$ cat config.mk
export PLATFORM = sky130hd
export DESIGN_NAME = lcd_write_arbiter
export DESIGN_NICKNAME = d
export VERILOG_FILES = /design/src/rtl/lcd_write_arbiter.sv
export SDC_FILE = /design/constraint.sdc
export NUM_CORES = 1
export LEC_CHECK = 0
export CORE_MARGIN = 1
export CORE_UTILIZATION = 47
export DETAILED_ROUTE_END_ITERATION = 8
export PLACE_DENSITY = 0.75
export SKIP_CTS_REPAIR_TIMING = 1
export SYNTH_ARGS = -nofsm -noshare
export SYNTH_HDL_FRONTEND = slang
export SYNTH_SLANG_ARGS = --single-unit
$ cat constraint.sdc
create_clock -name clk -period 2.3 [get_ports clk]
set_clock_uncertainty 0.15 [all_clocks]
set_input_delay 0.23 -clock clk [delete_from_list [all_inputs] [get_ports clk]]
set_output_delay 0.23 -clock clk [all_outputs]
set_load 0.02 [all_outputs]
$ cat src/rtl/lcd_write_arbiter.sv
// Round-robin arbiter that turns accepted bytes from two requesters into
// HD44780 4-bit nibble writes, with a settle wait after clear/home commands.
module lcd_write_arbiter #(
  parameter int unsigned CLEAR_WAIT = 2
) (
  input  logic       clk,
  input  logic       reset,
  input  logic       init_done_i,
  input  logic       req0_valid_i,
  input  logic       req0_rs_i,
  input  logic [7:0] req0_data_i,
  output logic       req0_ready_o,
  input  logic       req1_valid_i,
  input  logic       req1_rs_i,
  input  logic [7:0] req1_data_i,
  output logic       req1_ready_o,
  output logic       lcd_en_o,
  output logic       lcd_rs_o,
  output logic [3:0] lcd_data_o,
  output logic       busy_o,
  output logic       last_grant_o
);

  localparam logic [7:0] ClearWait = 8'(CLEAR_WAIT);

  // The low-nibble disable phase overlaps the first IDLE/WAIT cycle, which is
  // what gives one byte per 4 cycles.
  typedef enum logic [2:0] {
    StIdle,
    StHiEn,
    StHiDis,
    StLoEn,
    StWait
  } state_e;

  state_e     state_q;
  logic       lcd_en_q, lcd_rs_q, last_grant_q;
  logic [3:0] lcd_data_q;
  logic [7:0] byte_q, cnt_q;
  logic       rs_q;

  logic       can_accept, gnt_idx, accept, sel_rs, is_long;
  logic [7:0] sel_data;

  always_comb begin
    can_accept = (state_q == StIdle) && init_done_i && !reset;
    if (req0_valid_i && req1_valid_i) begin
      gnt_idx = ~last_grant_q;
    end else begin
      gnt_idx = req1_valid_i;
    end
    req0_ready_o = can_accept && req0_valid_i && !gnt_idx;
    req1_ready_o = can_accept && req1_valid_i && gnt_idx;
    accept       = req0_ready_o || req1_ready_o;
    sel_rs       = gnt_idx ? req1_rs_i : req0_rs_i;
    sel_data     = gnt_idx ? req1_data_i : req0_data_i;
    // Clear (0x01) and return home (0x02/0x03) need extra settle time.
    is_long      = !rs_q && (byte_q[7:2] == 6'd0) && (byte_q[1:0] != 2'd0);
  end

  always_ff @(posedge clk) begin
    if (reset) begin
      state_q      <= StIdle;
      lcd_en_q     <= 1'b0;
      lcd_rs_q     <= 1'b0;
      lcd_data_q   <= 4'd0;
      last_grant_q <= 1'b1;
      byte_q       <= 8'd0;
      rs_q         <= 1'b0;
      cnt_q        <= 8'd0;
    end else begin
      case (state_q)
        StIdle: begin
          if (accept) begin
            byte_q       <= sel_data;
            rs_q         <= sel_rs;
            last_grant_q <= gnt_idx;
            lcd_en_q     <= 1'b1;
            lcd_rs_q     <= sel_rs;
            lcd_data_q   <= sel_data[7:4];
            state_q      <= StHiEn;
          end
        end
        StHiEn: begin
          lcd_en_q <= 1'b0;
          state_q  <= StHiDis;
        end
        StHiDis: begin
          lcd_en_q   <= 1'b1;
          lcd_data_q <= byte_q[3:0];
          state_q    <= StLoEn;
        end
        StLoEn: begin
          lcd_en_q <= 1'b0;
          if (is_long && (CLEAR_WAIT != 0)) begin
            cnt_q   <= ClearWait;
            state_q <= StWait;
          end else begin
            state_q <= StIdle;
          end
        end
        StWait: begin
          cnt_q <= cnt_q - 8'd1;
          if (cnt_q <= 8'd1) begin
            state_q <= StIdle;
          end
        end
        default: state_q <= StIdle;
      endcase
    end
  end

  assign lcd_en_o     = lcd_en_q;
  assign lcd_rs_o     = lcd_rs_q;
  assign lcd_data_o   = lcd_data_q;
  assign busy_o       = (state_q != StIdle);
  assign last_grant_o = last_grant_q;

endmodule

==> impl_metrics.env <==
export IMPL_hold_path_class="reg -> reg"
export IMPL_total_drc_errors_in_the_routed_layout=0
export IMPL_grt_first_pass_wirelength_um=4360
export IMPL_drt_total_wl_um=2540
export IMPL_powerDensity_nw_per_um2=625
export IMPL_ant_nets=0
export IMPL_first_global_vias=1001
export IMPL_path_max_fanout=6
export IMPL_synth_area_leader_cell="sky130_fd_sc_hd__dfxtp_1"
export IMPL_layout_nets=193
export IMPL_flip_flop_and_latch_count_after_synthesis=26
export IMPL_ctsRootBufferMaster="sky130_fd_sc_hd__clkbuf_4"
export IMPL_synth_top_cells_by_count="26 x sky130_fd_sc_hd__dfxtp_1, 20 x sky130_fd_sc_hd__nor2_1, 10 x sky130_fd_sc_hd__a211oi_1, 9 x sky130_fd_sc_hd__mux2i_1, 7 x sky130_fd_sc_hd__nand2_1"
export IMPL_port_buffers=32
export IMPL_core_area_um2=2480
export IMPL_synth_area_per_cell_um2=9.00
export IMPL_finalWeightedCongestion=0.806
export IMPL_max_vdd_ir_drop_uv=515
export IMPL_report_final_slew_viol_count=0
export IMPL_synth_top_area_share_pct=42.5
export IMPL_synth_async_sr_flop_share_pct=0
export IMPL_drive_gt1_share_pct=5.39
export IMPL_yosysWarnings=0
export IMPL_fp_row_count=18
export IMPL_synth_enable_flop_cells=0
export IMPL_critical_path_buf_inv_count=1
export IMPL_cts_buffers=3
export IMPL_setup_worst_path_end_class="output port"
export IMPL_globalRouteTotalUtil_pct=21.2
export IMPL_path_clk_slew_ns=0.14
export IMPL_cts_tree="built"
export IMPL_status="finished, final reports clean"
export IMPL_fillers=226
export IMPL_netlist_area_um2=1220
export IMPL_max_slew_margin_pct=71.0
export IMPL_static_leakage_power_nw=0.603
export IMPL_setup_viols_final=0
export IMPL_maxClockFrequency_mhz=464
export IMPL_vias_per_cell=5.50
export IMPL_dr_pass1_iters=4
export IMPL_fp_dieH_um=53.0
export IMPL_vias=1084
export IMPL_synthesis_instances=136
export IMPL_netlist_cell_type_count=30
export IMPL_synth_flop_cell="sky130_fd_sc_hd__dfxtp_1"
export IMPL_initial_core_util_pct=49.4
export IMPL_drv_cap=0
export IMPL_synth_most_common_cell="sky130_fd_sc_hd__dfxtp_1"
export IMPL_top_level_ports=33
export IMPL_fin_crit_ns=2.16
export IMPL_worstSetupStartpointType="flip-flop"
export IMPL_critical_path_arrival_ns=1.78
export IMPL_syn_nets=161
export IMPL_die_area_um2=2810
export IMPL_antenna_diode_count=0
export IMPL_htree_levels=1
export IMPL_min_period_over_period_pct=93.8
export IMPL_setup_worst_path_class="reg -> out"
export IMPL_unrepaired_setup_endpoints_after_global_routing="false"
export IMPL_die_width_um=53.0
export IMPL_req_time_crit_path_ns=1.92
export IMPL_fin_util_pct=65.8
export IMPL_worst_path_max_delay_cell="sky130_fd_sc_hd__clkdlybuf4s50_1"
export IMPL_timing_final_ws_setup_ns=0.143
export IMPL_dpl_worst_slack_ns=0.0381
export IMPL_clkSinkCount=26
export IMPL_dp_final_hpwl_um=1840
export IMPL_synthToLayoutAreaGrowth_pct=33.1
export IMPL_largest_net_degree_at_the_start_of_global_routing=29
export IMPL_drt_wirelength_per_cell_um=12.9
export IMPL_crit_family="buffers and inverters"
export IMPL_synth_area_top_cells="sky130_fd_sc_hd__dfxtp_1 43%, sky130_fd_sc_hd__mux2i_1 7.4%, sky130_fd_sc_hd__a211oi_1 6.1%"
export IMPL_synth_seq_area_share_pct=42.5
export IMPL_dr_first_iter_drc_count=8
export IMPL_clk_latency_ns=0.33
export IMPL_final_hold_violation_count=0
export IMPL_critical_path_cell_chain="or3_1 -> clkdlybuf4s50_1"
export IMPL_cts_path_max_buffers=2
export IMPL_globalRouteOverflowTotal=0
export IMPL_grt_antenna_before_repair=0
export IMPL_timing_worst_slew_pin_value_ns=0.431
export IMPL_critical_path_max_stage_delay_ns=0.58
-- layout make-up --
| type | count | area (um2) | area share [%] |
|---|---|---|---|
| clock buffers | 3 | 22.5 | 1.38 |
| clock inverters | 1 | 30.0 | 1.84 |
| inverters | 3 | 11.3 | 0.691 |
| multi-input cells | 98 | 652 | 40.0 |
| flip-flops and latches | 26 | 520 | 32.0 |
| well taps | 30 | 37.5 | 2.30 |
| repair buffers | 36 | 355 | 21.8 |
-- per-layer routing --
metal | vias to the layer above | GRT usage, % | share of wire [%]
met5 | - | 0 | 0
met4 | 0 | 5.26 | 0.59
met3 | 2 | 5.46 | 4.1
met2 | 25 | 37.1 | 47
met1 | 499 | 25.5 | 48
li1 | 558 | - | -
-- per-stage QoR --
stage               std cells  total power (W)  area, um2  setup TNS, ns  hold slack [ns]
floorplan                 136         0.000620       1220              0            0.295
global placement          193         0.000706       1570              0            0.311
detailed placement        193         0.000710       1570              0            0.323
CTS                       197          0.00103       1620         -0.507            0.338
global route              197          0.00107       1630              0            0.361
finish                    197          0.00102       1630              0            0.339
-- cells in the final DEF (no fill, tap or decap) --
cell type / n
sky130_fd_sc_hd__a21oi_1: 2
sky130_fd_sc_hd__o221ai_1: 4
sky130_fd_sc_hd__nor3_1: 2
sky130_fd_sc_hd__o21ai_0: 3
sky130_fd_sc_hd__dlymetal6s2s_1: 2
sky130_fd_sc_hd__a221oi_1: 1
sky130_fd_sc_hd__nor2_1: 20
sky130_fd_sc_hd__or3_1: 5
sky130_fd_sc_hd__inv_1: 3
sky130_fd_sc_hd__o41ai_1: 1
sky130_fd_sc_hd__nand2_1: 7
sky130_fd_sc_hd__nor3b_1: 2
sky130_fd_sc_hd__nand4b_1: 6
sky130_fd_sc_hd__nor4_1: 3
sky130_fd_sc_hd__nand3b_1: 1
sky130_fd_sc_hd__nor3_2: 1
sky130_fd_sc_hd__o2111ai_1: 1
sky130_fd_sc_hd__mux2i_1: 9
sky130_fd_sc_hd__clkdlybuf4s50_1: 30
sky130_fd_sc_hd__nor2b_1: 2
sky130_fd_sc_hd__nand2b_1: 6
sky130_fd_sc_hd__buf_4: 4
sky130_fd_sc_hd__nand3_1: 2
sky130_fd_sc_hd__clkbuf_4: 3
sky130_fd_sc_hd__a21boi_1: 1
sky130_fd_sc_hd__nor4b_1: 2
sky130_fd_sc_hd__a211o_1: 1
sky130_fd_sc_hd__xor2_1: 3
sky130_fd_sc_hd__ha_1: 2
sky130_fd_sc_hd__xnor2_1: 1
sky130_fd_sc_hd__bufinv_16: 1
sky130_fd_sc_hd__a211oi_1: 10
sky130_fd_sc_hd__dfxtp_1: 26
-- logic make-up after synthesis --
group           count (synthesis)  synth area share (%)
simple gates                   59                  26.1
flops                          26                  42.5
compound gates                 24                  14.5
buf+inv                        12                  4.60
mux                             9                  7.36
xor+xnor                        4                  2.86
fa+ha+maj                       2                  2.04
-- worst paths after layout --
kind,from,endpoint,slack (ns),cells after the start
setup / recovery,state_q[2]$_SDFFE_PP0P_,busy_o,0.14,2
hold / removal,cnt_q[5]$_SDFFE_PP0P_,cnt_q[5]$_SDFFE_PP0P_,0.34,2
hold reg to reg,cnt_q[5]$_SDFFE_PP0P_,cnt_q[5]$_SDFFE_PP0P_,0.34,2
setup reg to reg,state_q[2]$_SDFFE_PP0P_,last_grant_o$_SDFFE_PP1P_,0.29,3
-- tightest hold or removal path: cells and delay by family (launching register included) --
family             cells  cell delay (ns)
DFF                    1             0.35
and+or+nand+nor        1             0.05
AOI/OAI and AO/OA      1             0.06
-- power by group --
part / total, W / leakage [nW] / internal [W] / switching [W]
clock network: 0.000317 / 0.0279 / 0.000176 / 0.000141
registers: 0.000499 / 0.212 / 0.000479 / 0.0000204
logic: 0.000201 / 0.364 / 0.000107 / 0.0000945
-- registers in the layout, indices dropped and copies added, names as in the netlist --
name and count:
lcd_en_o 1, cnt_q 8, last_grant_o 1, state_q 3
lcd_data_o 4, byte_q 8, rs_q 1
Power figures use the tool's default switching activity.
